--- src/rtl/pulse_pkg.sv ---
// Shared constants for the navigation pulse modulator and decoder: direction
// codes, nominal pulse widths at the default clock, and the decoder FSM states.
package pulse_pkg;

    localparam logic [1:0] DIR_FWD = 2'd0;
    localparam logic [1:0] DIR_NEU = 2'd1;
    localparam logic [1:0] DIR_REV = 2'd2;

    localparam int unsigned DEF_CLK_RATE = 100_000_000;
    localparam int unsigned PW_FWD_NOM   = DEF_CLK_RATE / 1000;      // 1.0 ms
    localparam int unsigned PW_NEU_NOM   = DEF_CLK_RATE / 2000 * 3;  // 1.5 ms
    localparam int unsigned PW_REV_NOM   = DEF_CLK_RATE / 500;       // 2.0 ms

    localparam int unsigned CNT_W = 22;

    typedef enum logic [1:0] {
        WAIT_LOW,
        WAIT_RISE,
        HIGH
    } dec_state_t;

    // Inclusive thresholds on both sides; anything between is neutral.
    function automatic logic [1:0] classify(input logic [CNT_W-1:0] w,
                                            input logic [CNT_W-1:0] fwd_max,
                                            input logic [CNT_W-1:0] rev_min);
        if (w <= fwd_max)
            return DIR_FWD;
        else if (w >= rev_min)
            return DIR_REV;
        else
            return DIR_NEU;
    endfunction

endpackage

--- src/rtl/pulse_glitch_filter.sv ---
// Level filter: the output follows the input only after the input has differed
// from it for GLITCH_CYCLES consecutive cycles, so both edges are delayed equally.
module pulse_glitch_filter #(
    parameter int unsigned GLITCH_CYCLES = 16,
    parameter logic        RST_LEVEL     = 1'b1
) (
    input  logic CLK,
    input  logic RST,
    input  logic level_in,
    output logic level_out
);

    localparam int unsigned CW = $clog2(GLITCH_CYCLES + 1);

    logic [CW-1:0] run_q;

    always_ff @(posedge CLK) begin
        if (RST) begin
            level_out <= RST_LEVEL;
            run_q     <= '0;
        end else if (level_in == level_out) begin
            run_q <= '0;
        end else if (run_q == CW'(GLITCH_CYCLES - 1)) begin
            level_out <= level_in;
            run_q     <= '0;
        end else begin
            run_q <= run_q + 1'b1;
        end
    end

endmodule

--- src/rtl/pulse_width_decoder.sv ---
// Servo/ESC pulse-width decoder: measures high time, classifies direction and
// flags timeouts. Define PULSE_DEC_FILTER_EN to insert the glitch filter.
module pulse_width_decoder
    import pulse_pkg::*;
#(
    parameter int unsigned CLK_RATE      = DEF_CLK_RATE,
    parameter int unsigned MIN_PULSE     = PW_FWD_NOM * 4 / 5,
    parameter int unsigned MAX_PULSE     = PW_REV_NOM * 11 / 10,
    parameter int unsigned FWD_MAX       = (PW_FWD_NOM + PW_NEU_NOM) / 2,
    parameter int unsigned REV_MIN       = (PW_NEU_NOM + PW_REV_NOM) / 2,
    parameter int unsigned TIMEOUT       = CLK_RATE / 1000 * 30,
    parameter int unsigned GLITCH_CYCLES = 16
) (
    input  logic        CLK,
    input  logic        RST,
    input  logic        PulseIn,
    output logic [20:0] Width,
    output logic [1:0]  Dir,
    output logic        Valid,
    output logic        Error,
    output logic        SignalLost
);

    localparam logic [CNT_W-1:0] MIN_W  = CNT_W'(MIN_PULSE);
    localparam logic [CNT_W-1:0] MAX_W  = CNT_W'(MAX_PULSE);
    localparam logic [CNT_W-1:0] FWD_W  = CNT_W'(FWD_MAX);
    localparam logic [CNT_W-1:0] REV_W  = CNT_W'(REV_MIN);
    localparam logic [CNT_W-1:0] TOUT_W = CNT_W'(TIMEOUT);

    // Empty block appears in the elaborated hierarchy only for an inconsistent configuration.
    if (!(MIN_PULSE <= FWD_MAX && FWD_MAX < REV_MIN && REV_MIN <= MAX_PULSE &&
          GLITCH_CYCLES > 0)) begin : g_invalid_config
    end

    logic [1:0] sync_q;
    logic       level;
    logic       prev_q;
    logic       rise;
    logic       fall;

    // Reset to high so a pulse already in progress at reset release is never seen as a rise.
    always_ff @(posedge CLK) begin
        if (RST) begin
            sync_q <= '1;
            prev_q <= 1'b1;
        end else begin
            sync_q <= {sync_q[0], PulseIn};
            prev_q <= level;
        end
    end

`ifdef PULSE_DEC_FILTER_EN
    pulse_glitch_filter #(
        .GLITCH_CYCLES (GLITCH_CYCLES),
        .RST_LEVEL     (1'b1)
    ) u_filter (
        .CLK       (CLK),
        .RST       (RST),
        .level_in  (sync_q[1]),
        .level_out (level)
    );
`else
    always_comb level = sync_q[1];
`endif

    always_comb begin
        rise = level & ~prev_q;
        fall = ~level & prev_q;
    end

    dec_state_t       state_q, state_d;
    logic [CNT_W-1:0] cnt_q, cnt_d;
    logic             eval_q, eval_d;
    logic             stuck_q, stuck_d;

    always_ff @(posedge CLK) begin
        if (RST) begin
            state_q <= WAIT_LOW;
            cnt_q   <= '0;
            eval_q  <= 1'b0;
            stuck_q <= 1'b0;
        end else begin
            state_q <= state_d;
            cnt_q   <= cnt_d;
            eval_q  <= eval_d;
            stuck_q <= stuck_d;
        end
    end

    always_comb begin
        state_d = state_q;
        cnt_d   = cnt_q;
        eval_d  = 1'b0;
        stuck_d = 1'b0;
        case (state_q)
            WAIT_LOW: begin
                if (!level)
                    state_d = WAIT_RISE;
            end
            WAIT_RISE: begin
                if (rise) begin
                    cnt_d   = CNT_W'(1);
                    state_d = HIGH;
                end
            end
            HIGH: begin
                if (fall) begin
                    eval_d  = 1'b1;
                    state_d = WAIT_RISE;
                end else if (cnt_q == MAX_W) begin
                    cnt_d   = MAX_W + 1'b1;
                    stuck_d = 1'b1;
                    state_d = WAIT_LOW;
                end else begin
                    cnt_d = cnt_q + 1'b1;
                end
            end
            default: state_d = WAIT_LOW;
        endcase
    end

    logic             accept;
    logic [CNT_W-1:0] gap_q;

    always_comb accept = eval_q && (cnt_q >= MIN_W) && (cnt_q <= MAX_W);

    // cnt_q still holds the measured width while eval_q is set, even if the next rise is already seen.
    always_ff @(posedge CLK) begin
        if (RST) begin
            Width      <= '0;
            Dir        <= DIR_NEU;
            Valid      <= 1'b0;
            Error      <= 1'b0;
            SignalLost <= 1'b1;
            gap_q      <= '0;
        end else begin
            Valid <= accept;
            Error <= (eval_q && !accept) || stuck_q;
            if (accept) begin
                Width      <= cnt_q[20:0];
                Dir        <= classify(cnt_q, FWD_W, REV_W);
                gap_q      <= '0;
                SignalLost <= 1'b0;
            end else if (gap_q >= TOUT_W - 1'b1) begin
                gap_q      <= TOUT_W;
                SignalLost <= 1'b1;
                Dir        <= DIR_NEU;
            end else begin
                gap_q <= gap_q + 1'b1;
            end
        end
    end

endmodule

--- config.mk ---
export PLATFORM = sky130hd
export DESIGN_NAME = pulse_width_decoder
export DESIGN_NICKNAME = d
export VERILOG_FILES = /design/src/rtl/pulse_pkg.sv /design/src/rtl/pulse_glitch_filter.sv /design/src/rtl/pulse_width_decoder.sv
export SDC_FILE = /design/constraint.sdc
export NUM_CORES = 1
export LEC_CHECK = 0
export BUFFER_PORTS_ARGS = -buffer_cell sky130_fd_sc_hd__clkbuf_2
export CAP_MARGIN = 20
export CORE_MARGIN = 5
export CORE_UTILIZATION = 55
export DETAILED_ROUTE_END_ITERATION = 10
export GPL_ROUTABILITY_DRIVEN = 0
export PLACE_DENSITY = 0.75
export SLEW_MARGIN = 25
export SYNTH_ARGS = -nofsm -noshare
export SYNTH_HDL_FRONTEND = slang
export SYNTH_SLANG_ARGS = --single-unit
export TNS_END_PERCENT = 50
--- constraint.sdc ---
create_clock -name CLK -period 4.12 [get_ports CLK]
set_input_delay 0.824 -clock CLK [delete_from_list [all_inputs] [get_ports CLK]]
set_output_delay 0.824 -clock CLK [all_outputs]
set_load 0.005 [all_outputs]
# Word-level counts from Yosys, hierarchy flattened
# Cells that the tools add are included.
# op_classes
n_addsub	2
magnitude_cmp	5
eq_ne	7
mux	18
bitwise_logic	5
n_reduce_logical	14
# op_table
op	count
2-to-1 mux 22 bit	4
adder 22 x 1 -> 22 bit (second input constant)	2
one-hot mux 22 bit (2 select lines)	1
== test 22 x 18 -> 1 bit (second input constant)	1
>= comparator 22 x 17 -> 1 bit (second input constant)	1
>= comparator 22 x 18 -> 1 bit (second input constant)	1
>= comparator 22 bit (second input constant)	1
less-or-equal comparator 22 x 17 -> 1 bit (second input constant)	1
less-or-equal comparator 22 x 18 -> 1 bit (second input constant)	1
2-to-1 mux 2 bit	8
!= test 2 bit (second input constant)	3
one-hot mux 2 bit (3 select lines)	1
AND reduction 3 bit	2
OR reduction 3 bit	2
2-to-1 mux 1 bit	4
nonzero test 2 bit	2
OR reduction 2 bit	2
logical AND 1 bit	3
!= test 3 bit (second input constant)	1
inverter 1 bit	3
AND 1 bit	2
== test 2 x 1 -> 1 bit (second input constant)	1
== test 2 bit (second input constant)	1
zero test 2 bit	1
other kinds (2)	2
# totals
regBits	77
inputBits	3
output_inout_bits	26
word_cells	64

# Logic depth before layout (Yosys ltp)
# Gate-level depths: netlist of the first run.
# logic_depth
ltp_word	6
ltp_mapped	8
mapped_depth_nobuf	6

# Worst setup path before layout of the first run
# No wires, ideal clock.
# synth_path
path_type	flip-flop to flip-flop
start	register cnt_q[13]
end	register Width[5]
setup_ps	117
t_arrival_ps	2387
path_slack_ps	1617
path_stages_with_launch	9
period_less_slack_ps	2503
cell_sequence	dfxtp_1 -> buf_2 -> or3b_1 -> or4_1 -> buf_2 -> mux2i_4 -> o31a_2 -> buf_6 -> a22o_1
# synth_between
elab_chain_len	3
elab_cells_between_ends	4
# synth_rtl
item	line_no	rtl
start: declaration	pulse_width_decoder.sv:72	logic [CNT_W-1:0] cnt_q, cnt_d;
start signal: assignment	pulse_width_decoder.sv:84	cnt_q <= cnt_d;
>= comparator 22 x 17 -> 1 bit	pulse_width_decoder.sv:125	always_comb accept = eval_q && (cnt_q >= MIN_W) && (cnt_q <= MAX_W);
logical AND 1 bit	pulse_width_decoder.sv:125	
logical AND 1 bit (*)	pulse_width_decoder.sv:125	
end signal: assignment	pulse_width_decoder.sv:140	Width <= cnt_q[20:0];
end: declaration	pulse_width_decoder.sv:17	output logic [20:0] Width,
# Mark *: on every way between the ends. The rest lies on a longest branch, timed or not.
# A chain may end at the register's enable or synchronous reset.

# Worst setup path in the final report of the first run
# layout_path
start	register cnt_q[9]
end	register Dir[1]
# layout_between
elab_chain_len	4
elab_cells_between_ends	10
# layout_rtl
item	line_no	rtl
>= comparator 22 x 18 -> 1 bit / >= comparator 22 x 17 -> 1 bit (equally long branches)	pulse_pkg.sv:28, pulse_width_decoder.sv:125	
2-to-1 mux 2 bit / logical AND 1 bit (equally long branches)	pulse_pkg.sv:28, pulse_width_decoder.sv:125	
2-to-1 mux 2 bit / logical AND 1 bit (equally long branches)	pulse_pkg.sv:26, pulse_width_decoder.sv:125	
2-to-1 mux 2 bit / nonzero test 2 bit (equally long branches)	-	
end signal: assignment	pulse_width_decoder.sv:141	Dir <= classify(cnt_q, FWD_W, REV_W);
end: declaration	pulse_width_decoder.sv:18	output logic [1:0] Dir,
# Several ways; a longest one is shown, not always the timed one.

==> run metrics, run 1 <==
Critical Path RT=4320 ps; LEAKAGE=1.37 nW; Clock Skews=10.6 ps; H-tree depth=3; sequential share of the synthesized area=43.8%; # Max-Cap Violations=0; GR Util All Layers=19.9%; Hold-fix buffers, CTS=0; initial antenna violation count=0; antenna-violating nets left=0; final setup violation count=0; Mapped Cells=403; critical path class=register to register; Clock Sinks=77; Worst Path Max Fanout=14; max-slew violation count=0; Tmin final=2940 ps; final period utilization=71.4%; n_diodes=0; Clock Root Buffer=clkbuf_8; area delta synth->final=10.9%; main flop type after synthesis=dfxtp_1; setup_tns=0 ps; RSZ-0062 raised after global routing=no; pin count of the biggest net entering global routing=24; ys async rst share=0%; Std-Cell Rows=29; die height=90.0 µm; Yosys cell types=59; DR vias/cell=5.97; Hold WS=418 ps; Post-CTS Setup Bufs=0; io pins=29; Resized Gates After CTS=0; Pwr Density=373 nW/µm²; total CTS buffers=9; Critical Path Sink Type=register; Setup crit start kind=register; first-pass GRT wire length=13,600 µm; CP arrival=3150 ps; initial core utilization=56.1%; Max Freq=0.340 GHz; Routed wire per std cell=15.8 µm; worst vdd rail ir drop=0.000247 V; vias in the first global route=2,880; gr ovfl total=0; EDFF count, synth=0; share of cells above drive strength 1=14.3%; FF+latch count, synth=77; Die Width=90.0 µm; Slew @ Worst Pin=980 ps; Slew HR=34.6%; vias=2,968; status=completed; worst-case clock buffer depth=2; net count after synthesis=409; CTS tree=built; WL final=7850 µm; core region area=6280 µm²; 1st-pass router iterations=5; syn avg cell area=8.73 µm²; Worst-path clk slew=80 ps; Clock Latency Late Sink=350 ps; Yosys warnings=0; DIE AREA=8100 µm²; Iter 0 DRT Violations=178; Buffers on Ports=28; Post-DP HPWL=5390 µm; Syn Std Cell Area=3520 µm²; final hold violation count=0; # DRC=0; Nets=422; Hold Crit Class=register to register
Yosys cell counts (all sizes together), types with 3 or more instances:
| master | n | area [µm²] |
|---|---|---|
| xor2 | 9 | 78.8 |
| buf | 9 | 56.3 |
| nor2b | 3 | 18.8 |
| or3 | 3 | 18.8 |
| nor2 | 41 | 154 |
| and2 | 5 | 31.3 |
| o21ai | 17 | 85.1 |
| nand3 | 15 | 75.1 |
| xnor2 | 18 | 158 |
| a31oi | 7 | 43.8 |
| nand2 | 28 | 105 |
| nand4 | 9 | 56.3 |
| dfxtp | 77 | 1540 |
| and3 | 5 | 31.3 |
| a22o | 19 | 166 |
| nor4 | 9 | 62.6 |
| inv | 14 | 52.6 |
| clkbuf | 20 | 75.1 |
| a21oi | 24 | 120 |
| a311oi | 5 | 43.8 |
| nor3 | 15 | 75.1 |
| or2 | 3 | 18.8 |
| nor4bb | 3 | 30.0 |
| ha | 3 | 37.5 |
cells in the final DEF (no fill, tap or decap), types with 2 or more instances in the layout:
cell	Yosys	layout
a211o_1	2	2
a211oi_1	2	2
a21oi_1	24	24
a22o_1	19	19
a2bb2oi_1	2	2
a311oi_1	5	5
a31o_2	2	2
a31oi_1	7	7
and2_1	5	5
and3_1	5	5
and4_1	2	2
and4b_1	2	2
buf_4	0	3
bufinv_16	0	3
clkbuf_2	0	28
clkbuf_8	0	9
clkinv_4	0	2
dfxtp_1	77	77
ha_1	3	3
inv_1	14	14
nand2_1	28	28
nand2b_1	2	2
nand3_1	15	15
nand3b_1	2	2
nand4_1	9	9
nor2_1	41	41
nor2b_1	3	3
nor3_1	15	15
nor4_1	8	7
nor4bb_1	3	3
o211ai_1	2	2
o21a_1	2	2
o21ai_0	16	16
or2_2	3	3
or3_1	3	3
or4_1	2	2
xnor2_1	18	18
xor2_1	9	9
sequential cells by signal, indices dropped and copies added (netlist names):
register / count
sync_q: 2
cnt_q: 22
gap_q: 22
Dir: 2
Width: 21
Valid: 1
stuck_q: 1
Error: 1
eval_q: 1
SignalLost: 1
prev_q: 1
state_q: 2
metrics by stage:
step,power (mW),util (%),instance area [µm²],std cells,setup WS (ps)
finish,1.45,62.2,3900,497,1180
global route,1.51,62.2,3900,497,1010
CTS,1.47,62.2,3900,497,1180
detailed placement,0.799,58.4,3670,482,1210
global placement,0.799,58.2,3660,482,1290
floorplan,0.793,-,3520,403,1620
power by group:
part	internal, mW	leakage [nW]	switching [mW]
logic	0.00886	0.629	0.0206
clock network	0.400	0.119	0.272
registers	0.748	0.621	0.00432
final cells by class:
cell class              count  area, µm²
flip-flops and latches     77       1540
well taps                  77       96.3
clock inverters             6        113
repair buffers             31        163
multi-input cells         283       1810
fillers                   540       2370
clock buffers               9        124
inverters                  14       52.6
worst paths after layout:
check / from / endpoint / slack [ps] / cells past startpoint
worst min register to register: sync_q[0]$_SDFF_PP1_ / sync_q[1]$_SDFF_PP1_ / 420 / 1
worst max register to register: cnt_q[9]$_SDFFE_PP0P_ / Dir[1]$_SDFFE_PP0P_ / 1180 / 5
worst min-delay path: sync_q[0]$_SDFF_PP1_ / sync_q[1]$_SDFF_PP1_ / 420 / 1
worst max-delay path: cnt_q[9]$_SDFFE_PP0P_ / Dir[1]$_SDFFE_PP0P_ / 1180 / 5
worst max-delay path, cell delays in order, from the launching register on:
cell	delay (ps)
dfxtp_1	450
or3b_1	380
or4_1	670
mux2i_4	270
o311ai_2	860
o2bb2ai_1	160
cells by family after synthesis:
logic type               synth area share, %
AND/OR/NAND/NOR                         22.9
multiplexers                           0.640
buffers and inverters                   5.23
adder cells (fa/ha/maj)                 1.07
flip-flops                              43.8
XOR/XNOR                                6.72
AO/OA/AOI/OAI                           19.6
layer usage:
layer,vias to the layer above,global-route usage (%),routed length (µm)
li1,1476,-,-
met3,11,4.51,402
met2,75,33.6,3880
met5,-,0,0
met4,0,6.20,92
met1,1406,25.3,3470
Power figures use the tool's default switching activity.
==> run 2, diff against run 1 <==
--- a/config.mk
+++ b/config.mk
@@ -8,10 +8,10 @@
 export BUFFER_PORTS_ARGS = -buffer_cell sky130_fd_sc_hd__clkbuf_2
 export CAP_MARGIN = 20
 export CORE_MARGIN = 5
-export CORE_UTILIZATION = 55
+export CORE_UTILIZATION = 53
 export DETAILED_ROUTE_END_ITERATION = 10
 export GPL_ROUTABILITY_DRIVEN = 0
-export PLACE_DENSITY = 0.75
+export PLACE_DENSITY = 0.76
 export SLEW_MARGIN = 25
 export SYNTH_ARGS = -nofsm -noshare
 export SYNTH_HDL_FRONTEND = slang
==> constraint.sdc (replaced) <==
create_clock -name CLK -period 2.6 [get_ports CLK]
set_input_delay 0.52 -clock CLK [delete_from_list [all_inputs] [get_ports CLK]]
set_output_delay 0.52 -clock CLK [all_outputs]
set_load 0.005 [all_outputs]
==> run 2 against run 1 <==
  * Sequential power increased by 58%
  * Maximum frequency increased by 19%
  * Critical path depth is the same
  * Design area rose by 4.2%
  * Core utilization up 1.1 points
  * Flip-flop and latch count did not move
  * Via count up 6.1%
==> run metrics, run 2 (same netlist as run 1, synthesis figures left out) <==
Nets=450; H-tree depth=3; origin of the critical flop-to-flop path=cnt_q[13]$_SDFFE_PP0P_; Die Width=91.5 µm; CP max-delay cell=or4_1; # Max-Cap Violations=0; initial core utilization=54.8%; Critical Path Sink Type=register; RSZ-0062 raised after global routing=no; Worst-path clk slew=80 ps; vias in the first global route=3,021; Hold Path End=sync_q[0]$_SDFF_PP1_; CP arrival=2720 ps; # DRC=0; Critical Path RT=2850 ps; final setup violation count=0; core region area=6420 µm²; share of cells above drive strength 1=19.2%; DIE AREA=8370 µm²; LEAKAGE=1.49 nW; first-pass GRT wire length=14,200 µm; DR vias/cell=5.99; Hold-fix buffers, CTS=0; Worst R2R Path Depth=5; placed cell count=510; Post-DP HPWL=5760 µm; crit-path cells=or3b_1 -> or4_1 -> mux2i_4 -> o31a_2 -> a22o_1; status=completed; Post-CTS Setup Bufs=0; slowest stage delay, CP=620 ps; final period utilization=95.0%; Worst Path Max Fanout=22; Clock Skews=10.1 ps; Std-Cell Rows=29; Routed wire per std cell=15.5 µm; gr ovfl total=0; GR Util All Layers=20.7%; Buffers on Ports=28; CTS tree=built; worst vdd rail ir drop=0.000297 V; setup_tns=0 ps; pin count of the biggest net entering global routing=23; vias=3,149; most frequent cells in the layout=dfxtp_1, nor2_1, buf_4; Iter 0 DRT Violations=186; Setup crit start kind=register; Clock Root Buffer=clkbuf_8; io pins=29; Clock Latency Late Sink=360 ps; largest registers=cnt_q (22), gap_q (22), Width (21); fin cells=526; FF-to-FF End=Width[5]$_SDFFE_PP0P_; Hold WS=348 ps; Hold Crit Depth=2; WL final=8130 µm; max-slew violation count=0; Slew HR=60.9%; Clock Sinks=77; CP top delay family=simple AND/OR/NAND/NOR gates; total CTS buffers=9; Filler Cells Inserted=535; Max Freq=0.405 GHz; Pwr Density=529 nW/µm²; Slew @ Worst Pin=584 ps; placed inst area=3870 µm²; initial antenna violation count=0; Resized Gates After CTS=0; critical path class=register to register; Tmin final=2470 ps; 1st-pass router iterations=5; sum of buffers and inverters on the critical path=0; area delta synth->final=15.5%; Hold Startpoint=PulseIn; antenna-violating nets left=0; die height=91.5 µm; worst-case clock buffer depth=2; final hold violation count=0; Finished Cell Area=4070 µm²; R2R setup slack=130 ps; Hold Crit Class=input pin to register; commonest non-fill, non-tap cell in the layout=dfxtp_1; n_diodes=0
## run 2: layout make-up
cell class | count | area, µm² | share of cell area (%)
clock buffers | 10 | 128 | 3.14
clock inverters | 6 | 71.3 | 1.75
inverters | 14 | 52.6 | 1.29
multi-input cells | 283 | 1800 | 44.4
flip-flops and latches | 77 | 1540 | 37.9
well taps | 77 | 96.3 | 2.37
repair buffers | 59 | 373 | 9.17
## run 2: worst reg2reg max path, cell delays in order (launching register included)
cell and delay [ps]:
dfxtp_1 320, or3b_1 380, or4_1 620, mux2i_4 260
o31a_2 510, a22o_1 280
## run 2: power breakdown
group          internal (mW)  switching, mW
clock network          0.450          0.456
registers               1.19        0.00647
logic                 0.0183         0.0347
## run 2: worst max-delay path by stage
stage | start | end | cells past startpoint
final | cnt_q[13]$_SDFFE_PP0P_ | Width[5]$_SDFFE_PP0P_ | 5
after global routing | cnt_q[13]$_SDFFE_PP0P_ | Width[13]$_SDFFE_PP0P_ | 5
after CTS | cnt_q[13]$_SDFFE_PP0P_ | Width[2]$_SDFFE_PP0P_ | 5
after detailed placement | cnt_q[13]$_SDFFE_PP0P_ | Width[11]$_SDFFE_PP0P_ | 5
after global placement | cnt_q[13]$_SDFFE_PP0P_ | Width[0]$_SDFFE_PP0P_ | 5
after floorplan | cnt_q[13]$_SDFFE_PP0P_ | Width[5]$_SDFFE_PP0P_ | 8
## run 2: per-stage QoR
stage	power [mW]	worst slack, ps	util [%]
after floorplan	1.26	96.6	-
after global placement	1.27	173	60.2
after detailed placement	1.27	142	60.2
after CTS	2.18	142	63.3
after global routing	2.23	58.7	63.3
final	2.15	131	63.3
## run 2: layer usage
layer / vias up / GRT usage (%) / share of wire [%]
met1: 1503 / 28.3 / 47
met3: 17 / 4.79 / 6.3
met4: 0 / 8.29 / 2.2
met5: - / 0 / 0
li1: 1535 / - / -
met2: 94 / 31.4 / 45
